<file path="src/rtl/hour_counter_gen.sv">
// Hour counter for the digital clock: binary hour 0..23 with 12/24 h BCD display,
// AM/PM, up/down setting with hold-to-repeat, direct load, day carry and hourly chime.
module hour_counter_gen #(
    parameter int unsigned RESET_HOUR    = 0,
    parameter int unsigned HOLD_CYCLES   = 500,
    parameter int unsigned REPEAT_CYCLES = 100,
    parameter int unsigned CNT_W         = 16,
    parameter int unsigned CHIME_EN      = 1
) (
    input  logic       clk,
    input  logic       CLR_n,
    input  logic       tick_in,
    input  logic       showMode,
    input  logic       isSetting,
    input  logic       set_inc,
    input  logic       set_dec,
    input  logic       load_en,
    input  logic [4:0] load_hour,
    output logic [3:0] hour_ten,
    output logic [3:0] hour_one,
    output logic       pm,
    output logic [4:0] hour_bin,
    output logic       day_carry,
    output logic       hour_chime
);

    localparam logic [4:0]       ResetHour = 5'(RESET_HOUR);
    localparam logic [CNT_W-1:0] HoldCnt   = CNT_W'(HOLD_CYCLES);
    localparam logic [CNT_W-1:0] RepeatCnt = CNT_W'(REPEAT_CYCLES);
    localparam logic             ChimeOn   = (CHIME_EN != 0);

    // Returns {tens, ones} of the hour as shown in the selected display mode.
    function automatic logic [7:0] fmt_hour(input logic [4:0] h, input logic mode12);
        logic [4:0] v;
        logic [3:0] ten;
        logic [3:0] one;
        v = h;
        if (mode12) begin
            if (h == 5'd0) begin
                v = 5'd12;
            end else if (h > 5'd12) begin
                v = h - 5'd12;
            end
        end
        if (v >= 5'd20) begin
            ten = 4'd2;
            one = 4'(v - 5'd20);
        end else if (v >= 5'd10) begin
            ten = 4'd1;
            one = 4'(v - 5'd10);
        end else begin
            ten = 4'd0;
            one = 4'(v);
        end
        return {ten, one};
    endfunction

    localparam logic [7:0] ResetDisp = fmt_hour(ResetHour, 1'b0);

    logic [4:0]       h_q, h_d;
    logic [7:0]       disp_q, disp_d;
    logic             pm_q, pm_d;
    logic             carry_q, carry_d;
    logic             chime_q, chime_d;
    logic [CNT_W-1:0] cnt_q, cnt_d;
    logic             rep_q, rep_d;
    logic             inc_prev_q, dec_prev_q;
    logic             inc_arm_q, dec_arm_q;

    logic             inc_lvl, dec_lvl;
    logic             one_btn, btn_edge;
    logic [CNT_W-1:0] cnt_inc;
    logic             step;
    logic [4:0]       h_inc, h_dec;

    // A button only counts once it has been seen released since reset, so a
    // button held through reset never produces a step.
    assign inc_lvl  = set_inc & inc_arm_q;
    assign dec_lvl  = set_dec & dec_arm_q;
    assign one_btn  = inc_lvl ^ dec_lvl;
    assign btn_edge = (inc_lvl & ~inc_prev_q) | (dec_lvl & ~dec_prev_q);
    assign cnt_inc  = cnt_q + CNT_W'(1);

    assign h_inc = (h_q == 5'd23) ? 5'd0 : h_q + 5'd1;
    assign h_dec = (h_q == 5'd0) ? 5'd23 : h_q - 5'd1;

    // Hold/repeat timing: rep_q selects the initial hold interval or the repeat interval.
    always_comb begin
        cnt_d = '0;
        rep_d = 1'b0;
        step  = 1'b0;
        if (isSetting && one_btn) begin
            if (btn_edge) begin
                step = 1'b1;
            end else begin
                cnt_d = cnt_inc;
                rep_d = rep_q;
                if (cnt_inc == (rep_q ? RepeatCnt : HoldCnt)) begin
                    step  = 1'b1;
                    cnt_d = '0;
                    rep_d = 1'b1;
                end
            end
        end
    end

    always_comb begin
        h_d     = h_q;
        carry_d = 1'b0;
        chime_d = 1'b0;
        if (load_en) begin
            if (load_hour <= 5'd23) begin
                h_d = load_hour;
            end
        end else if (isSetting) begin
            if (step) begin
                h_d = inc_lvl ? h_inc : h_dec;
            end
        end else if (tick_in) begin
            h_d     = h_inc;
            chime_d = ChimeOn;
            carry_d = (h_q == 5'd23);
        end
    end

    always_comb begin
        disp_d = fmt_hour(h_q, showMode);
        pm_d   = (h_q >= 5'd12);
    end

    always_ff @(posedge clk or negedge CLR_n) begin
        if (!CLR_n) begin
            h_q        <= ResetHour;
            disp_q     <= ResetDisp;
            pm_q       <= (ResetHour >= 5'd12);
            carry_q    <= 1'b0;
            chime_q    <= 1'b0;
            cnt_q      <= '0;
            rep_q      <= 1'b0;
            inc_prev_q <= 1'b0;
            dec_prev_q <= 1'b0;
            inc_arm_q  <= 1'b0;
            dec_arm_q  <= 1'b0;
        end else begin
            h_q        <= h_d;
            disp_q     <= disp_d;
            pm_q       <= pm_d;
            carry_q    <= carry_d;
            chime_q    <= chime_d;
            cnt_q      <= cnt_d;
            rep_q      <= rep_d;
            inc_prev_q <= set_inc;
            dec_prev_q <= set_dec;
            inc_arm_q  <= inc_arm_q | ~set_inc;
            dec_arm_q  <= dec_arm_q | ~set_dec;
        end
    end

    assign hour_bin   = h_q;
    assign hour_ten   = disp_q[7:4];
    assign hour_one   = disp_q[3:0];
    assign pm         = pm_q;
    assign day_carry  = carry_q;
    assign hour_chime = chime_q;

endmodule

</file>
<file path="config.mk">
export PLATFORM = sky130hd
export DESIGN_NAME = hour_counter_gen
export DESIGN_NICKNAME = d
export VERILOG_FILES = /design/src/rtl/hour_counter_gen.sv
export SDC_FILE = /design/constraint.sdc
export NUM_CORES = 1
export LEC_CHECK = 0
export ABC_AREA = 1
export CORE_ASPECT_RATIO = 0.9
export CORE_MARGIN = 2
export CORE_UTILIZATION = 30
export CTS_BUF_LIST = sky130_fd_sc_hd__clkbuf_4
export DETAILED_ROUTE_END_ITERATION = 10
export SETUP_SLACK_MARGIN = 0.02
export SLEW_MARGIN = 40
export SYNTH_ARGS = -nofsm -noshare
export SYNTH_HDL_FRONTEND = slang
export SYNTH_SLANG_ARGS = --single-unit
</file>
<file path="constraint.sdc">
create_clock -name clk -period 3.53 [get_ports clk]
set_input_delay 0.353 -clock clk [delete_from_list [all_inputs] [get_ports clk]]
set_output_delay 0.353 -clock clk [all_outputs]
set_load 0.005 [all_outputs]
</file>
==> flow_summary.toml, run 1 <==
[synthesis]
syn_area_sq_um = 2200
yosysWarningCount = 0
ys_ff_latch = 35
avgSynthCellArea_sq_um = 7.37
yosysSeqAreaShare_pct = 39.9
syn_inst = 298
yosysUniqueCellTypes = 32

[cts]
cts_tree = "done"
cts.htree.levels = 2
hold_buffers = 1
cts_root_buf = "clkbuf_4"
cts.sinks = 35
numCtsBuffers = 5
clkLatencyLatePin_ns = 0.35
post_cts_buffers = 0
cts_buffer_depth = 2
path_clk_slew_ns = 0.12
cts_resized = 0

[global_routing]
grt_max_degree = 36
antenna_found_initial = 0
track_usage_pct = 13.4
grt_remaining_overflow = 0
grt_pass1_vias = 1874
grt_pass1_wl_microns = 8500

[floorplan]
floorplan.initialDensity_pct = 31.1
die_y_microns = 85.2
pin_count = 29
fp.dieW_microns = 94.2
core_area_sq_um = 7080
rows = 29
die-area_sq_um = 8020

[setup_path]
path_cells = "inv_1, ha_1, nand2_1, nor2_1, nand2_1, nand3_1, inv_1, ha_1, nand2_1, nand2_1, nand2_1, nand2_1, nand2_1, xor2_1"
crit_type = "reg2reg"
crit_buf_inv = 2
crit_top_cell = "nand2_1"
endpoint_kind = "flop"
crit_fanout = 10
critPathRequiredTime_ns = 3.81
cp_data_arrival_time_ns = 2.75
critical-path-max-stage-delay_ns = 0.54
slowest_stage = "dfrtp_1"
crit_family = "simple AND/OR/NAND/NOR gates"
crit_path_start_kind = "flop"

[timing]
holdWs_ns = 0.466
finalHoldViolCount = 0
fin_worst_skew_ns = 0.0146
drv_slew = 0
fmaxAchievable_mhz = 406
fin_crit_ns = 2.46
fin_crit_sh_pct = 69.8
rsz0062_at_grt = "no"
setup_violations = 0
fin_setup_tns_ns = 0

[drt]
vias_per_cell = 4.60
ant_nets = 0
drt_wl_total_microns = 4810
vias = 1926
route.detailed.drc = 0
firstDrtPassIters = 4
drt_iter0_markers = 89
wire_per_inst_microns = 11.5

[run_status]
status = "complete, no violations"

[final_layout]
area_growth_pct = 18.9
layout_commonest_cell = "nand2_1"
nets = 349
num_antenna_cells = 0
mostFrequentLayoutCells = "nand2_1, inv_1, nor2_1, dfrtp_1, nand3_1"
drive_above_1_share_pct = 6.44

[pwr]
irDropWorstVdd_mv = 0.181
p_per_area_nw_per_um2 = 454
power.leakage_nw = 1.21

[place]
portBuffers = 26
post-dp-hpwl_microns = 3520
gp_congestion = 0.892

[job]
maxCapViolations = 0

[min_path]
hp-class = "reg2reg"
-- flip-flops by register name, indices dropped and copies added, names as in the netlist --
signal      cells
cnt_q          16
disp_q          6
hour_bin        5
day_carry       1
dec_arm_q       1
dec_prev_q      1
hour_chime      1
inc_arm_q       1
inc_prev_q      1
pm              1
rep_q           1
-- tightest hold or removal path, cell delays in order, from the launching register on --
cell and delay, ns:
dfrtp_1 0.36, inv_1 0.04, nand2_1 0.04
-- cells in the mapped netlist, drive strengths merged --
cell	instances	area, sq um
nor3	3	15.0
buf	7	47.6
nor4	1	6.26
nor2	39	161
xnor2	4	35.0
a2bb2oi	1	8.76
xor2	6	52.6
nand2	88	355
dfrtp	35	876
conb	1	3.75
o21ai	8	40.0
nand4	4	25.0
a311oi	1	8.76
o21a	1	7.51
o31ai	1	7.51
nand3b	2	15.0
a21oi	11	58.8
o21bai	2	15.0
nand3	30	160
o211ai	1	7.51
ha	10	125
inv	40	150
o32ai	1	8.76
o22ai	1	6.26
-- metrics by stage --
step | std cells | power (mW) | setup WS (ns) | utilization, % | instance area, sq um
global placement | 411 | 0.892 | 1.18 | 35.7 | 2520
global route | 419 | 1.28 | 0.771 | 36.9 | 2610
detailed placement | 411 | 0.900 | 1.12 | 35.7 | 2530
finish | 419 | 1.19 | 1.07 | 36.9 | 2610
CTS | 419 | 1.20 | 1.11 | 36.9 | 2610
floorplan | 299 | 0.727 | 1.39 | - | 2200
-- power by group --
part | switching, mW | leakage, nW | internal, mW
Sequential | 0.0431 | 0.450 | 0.449
Combinational | 0.204 | 0.718 | 0.195
Clock | 0.149 | 0.0373 | 0.145
Total | 0.397 | 1.21 | 0.790
-- kinds of logic after synthesis --
logic type               share of synthesized area [%]
other                                            0.171
AO/OA/AOI/OAI                                     7.69
XOR/XNOR                                          3.99
buffers and inverters                             9.00
flip-flops                                        39.9
AND/OR/NAND/NOR                                   33.6
adder cells (fa/ha/maj)                           5.69
-- final timing paths --
path                                              start             endpoint  slack [ns]  cells past startpoint
worst max-delay path            hour_bin[2]$_DFFE_PN0P_  disp_q[1]$_DFF_PN0_        1.07                     14
max in group asynchronous                         CLR_n  disp_q[4]$_DFF_PN0_        2.71                      2
worst min-delay path                inc_arm_q$_DFF_PN0_  inc_arm_q$_DFF_PN0_        0.47                      2
worst min register to register      inc_arm_q$_DFF_PN0_  inc_arm_q$_DFF_PN0_        0.47                      2
min in group asynchronous                         CLR_n   cnt_q[2]$_DFF_PN0_        0.49                      2
worst max register to register  hour_bin[2]$_DFFE_PN0P_  disp_q[1]$_DFF_PN0_        1.07                     14
-- routing by layer --
metal	vias up	global-route usage [%]	share of wire [%]
li1	1002	-	-
met1	868	19.0	49
met2	46	19.8	44
met3	10	2.84	4.6
met4	0	5.27	2.1
met5	-	0	0
-- layout make-up --
type	count	area [sq um]
clock buffers	5	37.5
clock inverters	2	37.5
fillers	740	4460
inverters	40	150
multi-input cells	217	1130
flip-flops and latches	35	876
well taps	93	116
repair buffers	27	268
(Power assumes the default switching activity.)
==> run 2: changes to the inputs <==
==> constraint.sdc (replaced) <==
create_clock -name clk -period 2 [get_ports clk]
set_input_delay 0.2 -clock clk [delete_from_list [all_inputs] [get_ports clk]]
set_output_delay 0.2 -clock clk [all_outputs]
set_load 0.005 [all_outputs]
==> flow_summary.toml, run 2 (same netlist as run 1, synthesis figures left out) <==
[setup_path]
cp_data_arrival_time_ns = 2.28
reg2reg_from = "cnt_q[1]$_DFF_PN0_"
reg2reg_depth = 14
crit_fanout = 8
critPathRequiredTime_ns = 2.27
crit_path_start_kind = "flop"
crit_type = "reg2reg"
endpoint_kind = "flop"
crit_start = "cnt_q[1]$_DFF_PN0_"

[drt]
drt_wl_total_microns = 5330
wire_per_inst_microns = 11.7
ant_nets = 0
route.detailed.drc = 0
vias = 2034
drt_iter0_markers = 56
firstDrtPassIters = 4
vias_per_cell = 4.48

[timing]
holdWs_ns = 0.339
drv_slew = 0
fin_worst_skew_ns = 0.0168
rsz0062_at_grt = "yes"
finalHoldViolCount = 0
setup_violations = 1
fin_crit_sh_pct = 100
fin_crit_ns = 2.01
worst_slack_ns = -0.00856
fmaxAchievable_mhz = 498

[global_routing]
grt_max_degree = 36
grt_remaining_overflow = 0
track_usage_pct = 13.3
grt_pass1_wl_microns = 8590
grt_pass1_vias = 1948
antenna_found_initial = 0

[pwr]
sequentialPowerShare_pct = 36.8
p_int_mw = 1.50
swShare_pct = 35.3
irDropWorstVdd_mv = 0.416
power.leakage_nw = 1.42
switching_power_uw = 818
p_clk_share_pct = 16.5
p_per_area_nw_per_um2 = 733
combPwrFrac_pct = 46.7

[final_layout]
final_area_sq_um = 3160
nets = 384
num_antenna_cells = 0
n_fill_cell = 714
utilization_pct = 44.7
area_growth_pct = 43.9
largest_register_ffs = 16
largest_register = "cnt_q"
fin_cells = 454
layout_commonest_cell = "nand2_1"
drive_above_1_share_pct = 31.9
mostFrequentLayoutCells = "nand2_1, inv_1, buf_4"

[min_path]
hp-class = "in2async"

[place]
portBuffers = 26
place_worst_setup_slack_ns = -0.0599
dp.cells = 438
gp_congestion = 0.903
placed_area_sq_um = 2770
post-dp-hpwl_microns = 3710

[floorplan]
fp.dieW_microns = 94.2
rows = 29
pin_count = 29
die-area_sq_um = 8020
core_area_sq_um = 7080
die_y_microns = 85.2
floorplan.initialDensity_pct = 31.1

[run_status]
violations = "negative setup slack"
status = "finished, violations left"

[cts]
numCtsBuffers = 5
cts.htree.levels = 2
clkLatencyLatePin_ns = 0.34
path_clk_slew_ns = 0.12
cts_buffer_depth = 2
cts_tree = "done"
cts.sinks = 35
cts_root_buf = "clkbuf_4"

[job]
maxCapViolations = 0
-- run 2: cell count changes in the layout (fill, tap and decap cells not counted), moves of 8 or more --
cell     delta
nand3_1     -8
nand2_2    +12
nand2_1    -15
buf_4      +31
nor2_1     -13
-- run 2: path summary, 6_finish.rpt --
check                                        to  slack (ns)
setup reg to reg             cnt_q[4]$_DFF_PN0_      -0.009
hold reg to reg             dec_arm_q$_DFF_PN0_        0.47
setup / recovery             cnt_q[4]$_DFF_PN0_      -0.009
min in group clk           dec_prev_q$_DFF_PN0_        0.35
hold / removal              cnt_q[12]$_DFF_PN0_        0.34
max in group asynchronous    cnt_q[3]$_DFF_PN0_        1.29
-- run 2: cell type report --
cell class,instances,area [sq um],share of cell area [%]
clock inverter,2,13.8,0.435
timing repair buffer,62,568,18.0
inverter,40,155,4.91
tap,93,116,3.68
multi-input combinational,217,1390,44.0
sequential,35,881,27.9
clock buffer,5,37.5,1.19
-- run 2: metrics by stage --
step | TNS, ns | total power, mW
5_1_grt | -1.84 | 2.51
4_1_cts | 0 | 2.16
3_3_place_gp | -0.0122 | 1.75
2_1_floorplan | 0 | 1.32
6_report | -0.00856 | 2.32
3_5_place_dp | -0.186 | 1.76
-- run 2: power groups by stage --
stage               Combinational [mW]  Sequential, mW  Clock [mW]
global route                      1.21           0.864       0.432
floorplan                        0.452           0.865           0
CTS                              0.912           0.846       0.402
global placement                 0.895           0.853           0
finish                            1.08           0.853       0.381
detailed placement               0.900           0.855           0
-- run 2: worst max-delay path, stage by stage, from the launching register on --
cell and delay, ns:
dfrtp_1 0.42, buf_6 0.13, nand2_4 0.05, nor2_4 0.17, nand2_2 0.09, buf_4 0.14
nor3_1 0.15, nor2_1 0.08, nand2_1 0.08, nor2_2 0.04, nand3_2 0.09, buf_4 0.13
nand3_4 0.08, buf_12 0.17, a21oi_1 0.11
-- run 2: routing by layer --
layer | routed length, microns | part of all wire [%] | global-route usage [%]
met4 | 68 | 1.3 | 4.74
met5 | 0 | 0 | 0
met1 | 2530 | 48 | 17.4
met2 | 2580 | 48 | 21.9
met3 | 151 | 2.8 | 2.66
-- run 2: what timing repair did --
action                     CTS  global route
cloned                       0             1
hold endpoints to repair    35             0
setup buffers                0             7
resized for setup            9            64
hold buffers                 1             0
pin swaps                    1            27
setup endpoints to repair    9            26
==> run 3: changes to the inputs <==
--- a/config.mk
+++ b/config.mk
@@ -6,7 +6,7 @@
 export NUM_CORES = 1
 export LEC_CHECK = 0
 export ABC_AREA = 1
-export CORE_ASPECT_RATIO = 0.9
+export CORE_ASPECT_RATIO = 1.4
 export CORE_MARGIN = 2
 export CORE_UTILIZATION = 30
 export CTS_BUF_LIST = sky130_fd_sc_hd__clkbuf_4
==> flow_summary.toml, run 3 (same netlist as run 1, synthesis figures left out) <==
[timing]
rsz0062_at_grt = "yes"
fin_setup_tns_ns = 0
fmaxAchievable_mhz = 511
fin_crit_ns = 1.96
drv_slew = 0
fin_crit_sh_pct = 97.8
setup_violations = 0
fin_worst_skew_ns = 0.00848
finalHoldViolCount = 0
holdWs_ns = 0.261

[global_routing]
grt_pass1_vias = 1934
grt_max_degree = 36
grt_pass1_wl_microns = 8320
antenna_found_initial = 0
grt_remaining_overflow = 0
track_usage_pct = 12.8

[final_layout]
multi_input_area_sq_um = 1280
drive_above_1_share_pct = 23.2
largest_register = "cnt_q"
n_fill_cell = 740
nets = 380
layout_commonest_cell = "nand2_1"
num_antenna_cells = 0
fin_cells = 453
area_growth_pct = 36.8
mostFrequentLayoutCells = "nand2_1, inv_1, dfrtp_1"
regArea_sq_um = 878
largest_register_ffs = 16

[place]
portBuffers = 26
dp.cells = 437
post-dp-hpwl_microns = 3920
gp_congestion = 0.854

[floorplan]
die_y_microns = 105
core_area_sq_um = 7030
rows = 36
pin_count = 29
floorplan.initialDensity_pct = 31.3
die-area_sq_um = 8030
fp.dieW_microns = 76.3

[cts]
cts.htree.levels = 2
clkLatencyLatePin_ns = 0.34
cts_buffer_depth = 2
cts_root_buf = "clkbuf_4"
cts.sinks = 35
cts_tree = "done"
path_clk_slew_ns = 0.12
numCtsBuffers = 5

[drt]
vias_per_cell = 4.52
drt_wl_total_microns = 5230
wire_per_inst_microns = 11.6
vias = 2047
ant_nets = 0
drt_iter0_markers = 82
firstDrtPassIters = 4
route.detailed.drc = 0

[pwr]
p_int_mw = 1.46
irDropWorstVdd_mv = 0.329
combPwrFrac_pct = 43.4
switching_power_uw = 754
power.leakage_nw = 1.39
power.total_mw = 2.22
sequentialPowerShare_pct = 38.0
p_per_area_nw_per_um2 = 738
swShare_pct = 34.0
p_clk_share_pct = 18.6

[setup_path]
crit_type = "reg2reg"
cp_data_arrival_time_ns = 2.20
endpoint_kind = "flop"
crit_fanout = 6
crit_path_start_kind = "flop"
critPathRequiredTime_ns = 2.24

[run_status]
status = "complete, no violations"

[min_path]
hp-class = "in2async"

[job]
maxCapViolations = 0
run 3: cell types whose count changed in the layout (fill, tap and decap cells not counted), sizes merged:
cell,before,now
buf,35,32
clkbuf,6,7
clkdlybuf4s50,25,26
clkinv,2,1
dlygate4sd3,1,0
run 3: worst max-delay path, cell delays in order (launching register included):
cell	delay [ns]
dfrtp_1	0.41
buf_4	0.16
nand3_4	0.09
nor2_1	0.19
nand3_1	0.10
nand2_1	0.12
nand3_1	0.11
nor2_2	0.15
nand3_2	0.12
nand2_2	0.09
nand2_2	0.06
nand2_4	0.10
nand2_4	0.06
nand2_1	0.06
nand2_1	0.05
run 3: metal layers:
metal  up-vias  wire length [microns]  global-route usage [%]  part of all wire (%)
li1       1057                      -                       -                     -
met1       950                   2100                    13.7                    40
met2        28                   2830                    24.2                    54
met3        12                    170                    2.40                   3.2
met4         0                    130                    5.71                   2.5
met5         -                      0                       0                     0
run 3: final cells by class:
| cell class | instances | share of cell area (%) |
|---|---|---|
| Tap cell | 95 | 3.95 |
| Sequential cell | 35 | 29.2 |
| Timing Repair Buffer | 58 | 17.2 |
| Inverter | 40 | 5.08 |
| Clock inverter | 1 | 0.166 |
| Clock buffer | 7 | 1.75 |
| Multi-Input combinational cell | 217 | 42.7 |
run 3: through the flow:
step	worst slack [ns]	instance area, sq um	utilization (%)
floorplan	0.0298	2240	-
finish	0.0446	3010	42.8
global placement	-0.0698	2760	39.2
detailed placement	-0.0878	2760	39.2
global route	-0.0817	3010	42.8
CTS	0.00431	2830	40.3
run 3: repair_timing:
action                                  in CTS  in global routing
endpoints found under the setup margin       8                 25
hold buffers                                 0                  0
buffers inserted                             1                  7
pin swaps                                    0                 15
resized for setup                            5                 31
run 3: worst paths after layout:
| path | slack (ns) | cells past startpoint | startpoint | end |
|---|---|---|---|---|
| worst max-delay path | 0.04 | 14 | cnt_q[0]$_DFF_PN0_ | hour_bin[3]$_DFFE_PN0P_ |
| worst min-delay path | 0.26 | 2 | CLR_n | inc_arm_q$_DFF_PN0_ |
| worst max register to register | 0.04 | 14 | cnt_q[0]$_DFF_PN0_ | hour_bin[3]$_DFFE_PN0P_ |
| worst min register to register | 0.47 | 2 | inc_arm_q$_DFF_PN0_ | inc_arm_q$_DFF_PN0_ |
| max in group asynchronous | 1.39 | 2 | CLR_n | cnt_q[2]$_DFF_PN0_ |
| min in group clk | 0.35 | 1 | set_inc | inc_prev_q$_DFF_PN0_ |
run 3: power by group through the flow:
stage	registers [mW]	logic, mW	clock network [mW]
after floorplan	0.865	0.452	0
after global placement	0.855	0.866	0
after detailed placement	0.855	0.866	0
after CTS	0.843	0.880	0.432
after global routing	0.852	1.07	0.458
final	0.842	0.963	0.413
